[src/rtl/seq_frame_capture.sv]
// Serial frame capture: after a sync-pattern detect pulse, shifts in WIDTH payload
// bits (first bit lands in MSB) and hands the frame to a ready/valid output stage.
module seq_frame_capture #(
  parameter int WIDTH = 8,
  parameter int CNT_W = 8
) (
  input  logic             clk,
  input  logic             rst,
  input  logic             in,
  input  logic             det,
  input  logic             out_ready,
  input  logic             clr_ovr,
  output logic [WIDTH-1:0] data_out,
  output logic             data_valid,
  output logic             overrun,
  output logic [CNT_W-1:0] frame_cnt,
  output logic             busy
);

  localparam int CW = $clog2(WIDTH);

  typedef enum logic {IDLE, CAPTURE} state_t;

  state_t           state, state_n;
  logic [CW-1:0]    cnt, cnt_n;
  logic [WIDTH-1:0] sr, sr_n;
  logic [WIDTH-1:0] dout_n;
  logic             dv_n, ovr_n, done;
  logic [CNT_W-1:0] fc_n;

  always_ff @(posedge clk or negedge rst) begin
    if (!rst) begin
      state      <= IDLE;
      cnt        <= '0;
      sr         <= '0;
      data_out   <= '0;
      data_valid <= 1'b0;
      overrun    <= 1'b0;
      frame_cnt  <= '0;
      busy       <= 1'b0;
    end else begin
      state      <= state_n;
      cnt        <= cnt_n;
      sr         <= sr_n;
      data_out   <= dout_n;
      data_valid <= dv_n;
      overrun    <= ovr_n;
      frame_cnt  <= fc_n;
      busy       <= (state_n == CAPTURE);
    end
  end

  always_comb begin
    state_n = state;
    cnt_n   = cnt;
    sr_n    = sr;
    dout_n  = data_out;
    dv_n    = data_valid;
    ovr_n   = overrun & ~clr_ovr;
    fc_n    = frame_cnt;
    done    = 1'b0;

    case (state)
      IDLE: begin
        if (det) begin
          state_n = CAPTURE;
          cnt_n   = '0;
        end
      end
      CAPTURE: begin
        sr_n  = {sr[WIDTH-2:0], in};
        cnt_n = cnt + 1'b1;
        if (cnt == CW'(WIDTH - 1)) begin
          done    = 1'b1;
          state_n = IDLE;
          cnt_n   = '0;
        end
      end
      default: state_n = IDLE;
    endcase

    // A completing frame may replace a pending one only if it is being accepted now;
    // otherwise it is dropped and overrun wins over a same-edge clear.
    if (done) begin
      if (!data_valid || out_ready) begin
        dout_n = sr_n;
        dv_n   = 1'b1;
        fc_n   = frame_cnt + 1'b1;
      end else begin
        ovr_n = 1'b1;
      end
    end else if (data_valid && out_ready) begin
      dv_n = 1'b0;
    end
  end

endmodule

[config.mk]
export PLATFORM = sky130hd
export DESIGN_NAME = seq_frame_capture
export DESIGN_NICKNAME = d
export VERILOG_FILES = /design/src/rtl/seq_frame_capture.sv
export SDC_FILE = /design/constraint.sdc
export NUM_CORES = 1
export LEC_CHECK = 0
export CORE_UTILIZATION = 25
export CTS_CLUSTER_SIZE = 16
export DETAILED_ROUTE_END_ITERATION = 10
export GPL_ROUTABILITY_DRIVEN = 1
export SYNTH_ARGS = -nofsm -noshare
export SYNTH_HDL_FRONTEND = slang
export SYNTH_SLANG_ARGS = --single-unit
[constraint.sdc]
create_clock -name clk -period 3.5 [get_ports clk]
set_input_delay 0.35 -clock clk [delete_from_list [all_inputs] [get_ports clk]]
set_output_delay 0.35 -clock clk [all_outputs]
set_load 0.02 [all_outputs]
==> impl_metrics.csv <==
group,metric,value,unit
status,status,"complete, no violations",
floorplan,die_h,72.0,um
global_route,grt_busiest_layer,"met2",
sta,fin_crit,2.03,ns
clocking,cts.sinks,30,
critical_path,reg2reg_depth,5,
clocking,post_cts_resized,0,
critical_path,critPathMaxStageDelay,0.71,ns
floorplan,coreArea,4720,um^2
route,wirelength,2.12,mm
job,maxCapViolations,0,
critical_path,path_max_fanout,15,
sta,tns,0,ns
pwr,ir_drop,0.276,mV
logic_synthesis,syn_area,1230,um^2
route,drc,0,
floorplan,die-area,5190,um^2
placement,gp_congestion,0.702,
critical_path,r2r_end,"data_out[0]",
route,drt_iter0_markers,41,
global_route,use_met2,14.6,%
floorplan,io_pins,25,
global_route,grt_use_total,9.64,%
critical_path,regToRegSetupSlack,1.54,ns
global_route,grt_pass1_wl,3.57,mm
global_route,grt-ovfl-total,0,
sta,drv_slew,0,
logic_synthesis,synth_nets,96,
logic_synthesis,seq_area_frac_synth,61.2,%
clocking,h-tree-depth,2,
critical_path,endpoint_kind,"output port",
route,vias,727,
critical_path,slowest_stage,"clkdlybuf4s50_1",
pwr,power.leakage,0.696,nW
critical_path,path_buf_inv,1,
pwr,power,1.46,mW
placement,io_buffer_count,24,
clocking,clk_latency,0.28,ns
logic_synthesis,ys_seq_elements,30,
sta,rsz0062_at_grt,"false",
route,ant_nets,0,
logic_synthesis,synth_cells,86,
sta,min_period_over_period,58.0,%
global_route,met3_usage,4.44,%
cells_and_area,antenna_cells,0,
logic_synthesis,synth_area_per_cell,14.3,um^2
pwr,swShare,34.0,%
clocking,postCtsHoldBufs,0,
route,drt_first_pass_iters,6,
critical_path,required,3.15,ns
floorplan,die_x,72.0,um
critical_path,reg2reg_from,"cnt[0]",
clocking,cts_buffer_depth,2,
global_route,use_met1,11.2,%
pwr,p_sw,0.496,mW
global_route,grt_max_degree,31,
pwr,seqPwrFrac,42.4,%
critical_path,path_cells,"clkdlybuf4s50_1",
sta,max_slew_margin,51.8,%
logic_synthesis,yosys_warnings,0,
clocking,post_cts_buffers,0,
global_route,antenna_found_initial,0,
cells_and_area,area_delta_synth_final,32.2,%
sta,skew,0.00621,ns
pwr,comb_power_share,38.2,%
critical_path,cp.arrival,1.68,ns
logic_synthesis,ys_types,22,
critical_path,worstSetupStartpointType,"flip-flop",
sta,setup_viol,0,
clocking,cts_tree,"done",
sta,final-hold-violation-count,0,
global_route,grt_pass1_vias,763,
pwr,powerDensity,900,nW/um^2
cells_and_area,layout.nets,125,
floorplan,num_rows,25,
clocking,path_clk_slew,0.06,ns
critical_path,path_delay_family,"buffers and inverters",
clocking,cts_made_buffers,5,
route,wl_per_cell,11.6,um
sta,fmax,493,MHz
clocking,clock-root-buffer,"clkbuf_8",
critical_path,crit_type,"reg -> out",
pwr,clkPwrFrac,19.4,%
floorplan,initial_core_util,26.0,%
hold_path,min_path_type,"in -> async",
sta,max_slew.worst_pin.slew,0.719,ns
pwr,internal_power,0.964,mW
route,viasPerCell,3.97,
cells_and_area,drive_gt1_share,23.3,%
placement,place_hpwl,1.50,mm
==> how the worst max path moves through the flow <==
stage               slack [ns]       from  depth (start not counted)     endpoint
finish                    1.47      state                          1         busy
floorplan                 1.93     cnt[0]                          7  data_out[6]
CTS                       1.43      state                          1         busy
detailed placement        1.40  out_ready                          4  data_out[0]
global placement          1.43  out_ready                          4  data_out[2]
global route              1.33      state                          1         busy
==> cell usage after synthesis <==
master    number  area [um^2]
dfrtp_1       30          751
nor2_1         1         3.75
inv_1          3         11.3
xnor2_1        6         52.6
nor2b_2        1         8.76
mux2_2        17          191
nand4_1        4         25.0
xor2_1         1         8.76
a22o_1         1         8.76
o21ai_0        1         5.00
nand3_1        1         5.00
and2_1         1         6.26
and3_1         1         6.26
nand2_1        4         15.0
o22ai_1        2         12.5
nand2b_1       2         12.5
buf_2          1         5.00
buf_6          2         22.5
and4_1         1         8.76
nand2_2        1         6.26
mux2i_1        1         10.0
ha_1           4         50.1
==> power groups by stage <==
stage          clock, mW  sequential, mW  combinational [mW]
4_1_cts            0.291           0.624               0.566
3_3_place_gp           0           0.621               0.546
6_report           0.283           0.619               0.558
5_1_grt            0.311           0.647               0.614
2_1_floorplan          0           0.684               0.278
3_5_place_dp           0           0.628               0.565
==> routing by layer <==
| metal | vias to the layer above | share of wire [%] |
|---|---|---|
| met5 | - | 0 |
| met4 | 0 | 2.1 |
| met3 | 4 | 4.9 |
| met2 | 17 | 48 |
| met1 | 353 | 45 |
| li1 | 353 | - |
==> registers in the layout (all words and copies together) (netlist names) <==
| name | count |
|---|---|
| cnt | 3 |
| data_out | 8 |
| data_valid | 1 |
| frame_cnt | 8 |
| overrun | 1 |
| sr | 8 |
| state | 1 |
==> final cells by class <==
type                       count  area [um^2]
clock buffer                   7         86.3
clock inverter                 1         5.00
fill                         458         3100
inverter                       3         11.3
multi-input combinational     50          437
sequential                    30          751
tap                           67         83.8
timing repair buffer          25          248
==> through the flow <==
step	setup slack (ns)	hold WS (ns)	utilization (%)	std cells	area [um^2]
2_1_floorplan	1.93	0.0544	-	86	1230
3_3_place_gp	1.43	0.463	32.4	175	1530
3_5_place_dp	1.40	0.475	32.4	175	1530
4_1_cts	1.43	0.459	34.3	183	1620
5_1_grt	1.33	0.473	34.3	183	1620
6_report	1.47	0.442	34.3	183	1620
==> kinds of logic after synthesis <==
family	share of synthesized area, %
muxes	16.4
AOI/OAI and AO/OA	2.14
and+or+nand+nor	7.96
adders and majority gates	4.08
xor gates and xnor gates	5.00
DFF	61.2
buffers and inverters	3.16
==> layout by cell type, fill, tap and decap left out, types with 2 or more instances in the layout <==
master / synthesis / routed
ha_1: 4 / 4
o22ai_1: 2 / 2
clkdlybuf4s50_1: 0 / 24
nand2b_1: 2 / 2
xnor2_1: 6 / 6
dfrtp_1: 30 / 30
nand2_1: 4 / 4
nand4_1: 4 / 4
clkbuf_8: 0 / 6
mux2_2: 17 / 17
inv_1: 3 / 3
(Power assumes the default switching activity.)
==> patch, RTL diff (same settings) <==
Register the output `frame_cnt` once more, with the module's reset; this adds one clock of latency there. The other outputs are not delayed to match.
--- a/src/rtl/seq_frame_capture.sv
+++ b/src/rtl/seq_frame_capture.sv
@@ -23,2 +23,4 @@
 
+  logic [CNT_W-1:0] frame_cnt_s0;
+
   state_t           state, state_n;
@@ -38,3 +40,3 @@
       overrun    <= 1'b0;
-      frame_cnt  <= '0;
+      frame_cnt_s0 <= '0;
       busy       <= 1'b0;
@@ -47,3 +49,3 @@
       overrun    <= ovr_n;
-      frame_cnt  <= fc_n;
+      frame_cnt_s0 <= fc_n;
       busy       <= (state_n == CAPTURE);
@@ -59,3 +61,3 @@
     ovr_n   = overrun & ~clr_ovr;
-    fc_n    = frame_cnt;
+    fc_n    = frame_cnt_s0;
     done    = 1'b0;
@@ -87,3 +89,3 @@
         dv_n   = 1'b1;
-        fc_n   = frame_cnt + 1'b1;
+        fc_n   = frame_cnt_s0 + 1'b1;
       end else begin
@@ -96,2 +98,10 @@
 
+  always_ff @(posedge clk or negedge rst) begin
+    if (!rst) begin
+      frame_cnt <= '0;
+    end else begin
+      frame_cnt <= frame_cnt_s0;
+    end
+  end
+
 endmodule
Check against the original RTL: not equivalent (Yosys sat finds a counterexample within 10 cycles, from zero or initial values and one cycle with rst low).
==> patch against the unedited design <==
- cell area up 14%
- first-iteration DRC count fell by 4.9%
- sequential cell count rose by 8
- wire length increased by 15%
- worst setup slack lost 33 ps
- worst hold slack worse by 290 ps
- total power rose by 12%
- combinational power rose by 6.1%
- synthesized cell count increased by 9.3%
- area after synthesis up 18%
==> patch: results <==
group,metric,value,unit
placed_design,place_congestion,0.659,
timing,worst_pin_slew,822,ps
logic_synthesis,synth.area.mux_share,0.139,
grt,grt_pass1_vias,888,
routing,drtPass1Iterations,4,
logic_synthesis,synthAdderAreaFrac,0.0345,
worst_setup_path,rrSetupSlack,1680,ps
power,ir_worst_vdd,343,uV
worst_setup_path,ff2ff_path_depth,3,
worst_setup_path,rr_endpoint,"data_out[7]",
logic_synthesis,mappedNetlistNets,104,
placed_design,placedInstanceArea,1760,sq um
worst_setup_path,worstReg2RegStart,"state",
worst_setup_path,critical_path_arrival,1710,ps
run_status,status,"complete, no violations",
routing,dr_total_vias,822,
grt,grt_max_degree,39,
logic_synthesis,synth_compound_area_frac,0.0181,
cells_and_area,fill_cells,564,
placed_design,hpwl,1700,um
routing,vias_per_cell,4.19,
grt,grt.total_usage,0.0942,
timing,fin_skew,1.56,ps
clock_tree,cts-htree-levels,2,
logic_synthesis,syn_inst,94,
routing,wl_per_cell,12.4,um
==> patch: final cells by class <==
type | instances | area (sq um) | share of cell area
flip-flops and latches | 38 | 951 | 0.513
multi-input cells | 51 | 472 | 0.254
repair buffers | 24 | 235 | 0.127
well taps | 72 | 90.1 | 0.0486
clock buffers | 6 | 82.6 | 0.0445
clock inverters | 2 | 12.5 | 0.00675
inverters | 3 | 11.3 | 0.00607
==> patch: power by group <==
part	switching, mW	internal (mW)	leakage (nW)
clock	0.154	0.158	0.0472
sequential	0.128	0.607	0.473
combinational	0.271	0.320	0.290
==> patch: how the worst max path moves through the flow <==
stage | cells past startpoint | start | end
final | 1 | state | busy
after global placement | 4 | out_ready | data_out[1]
after CTS | 1 | state | busy
after detailed placement | 4 | out_ready | data_out[7]
after floorplan | 6 | cnt[0] | data_out[2]
after global routing | 1 | state | busy
==> patch: per-layer routing <==
layer / wire, um / track usage
met5: 0 / 0
met4: 57 / 0.0537
met1: 1040 / 0.103
met2: 1240 / 0.155
met3: 104 / 0.0372
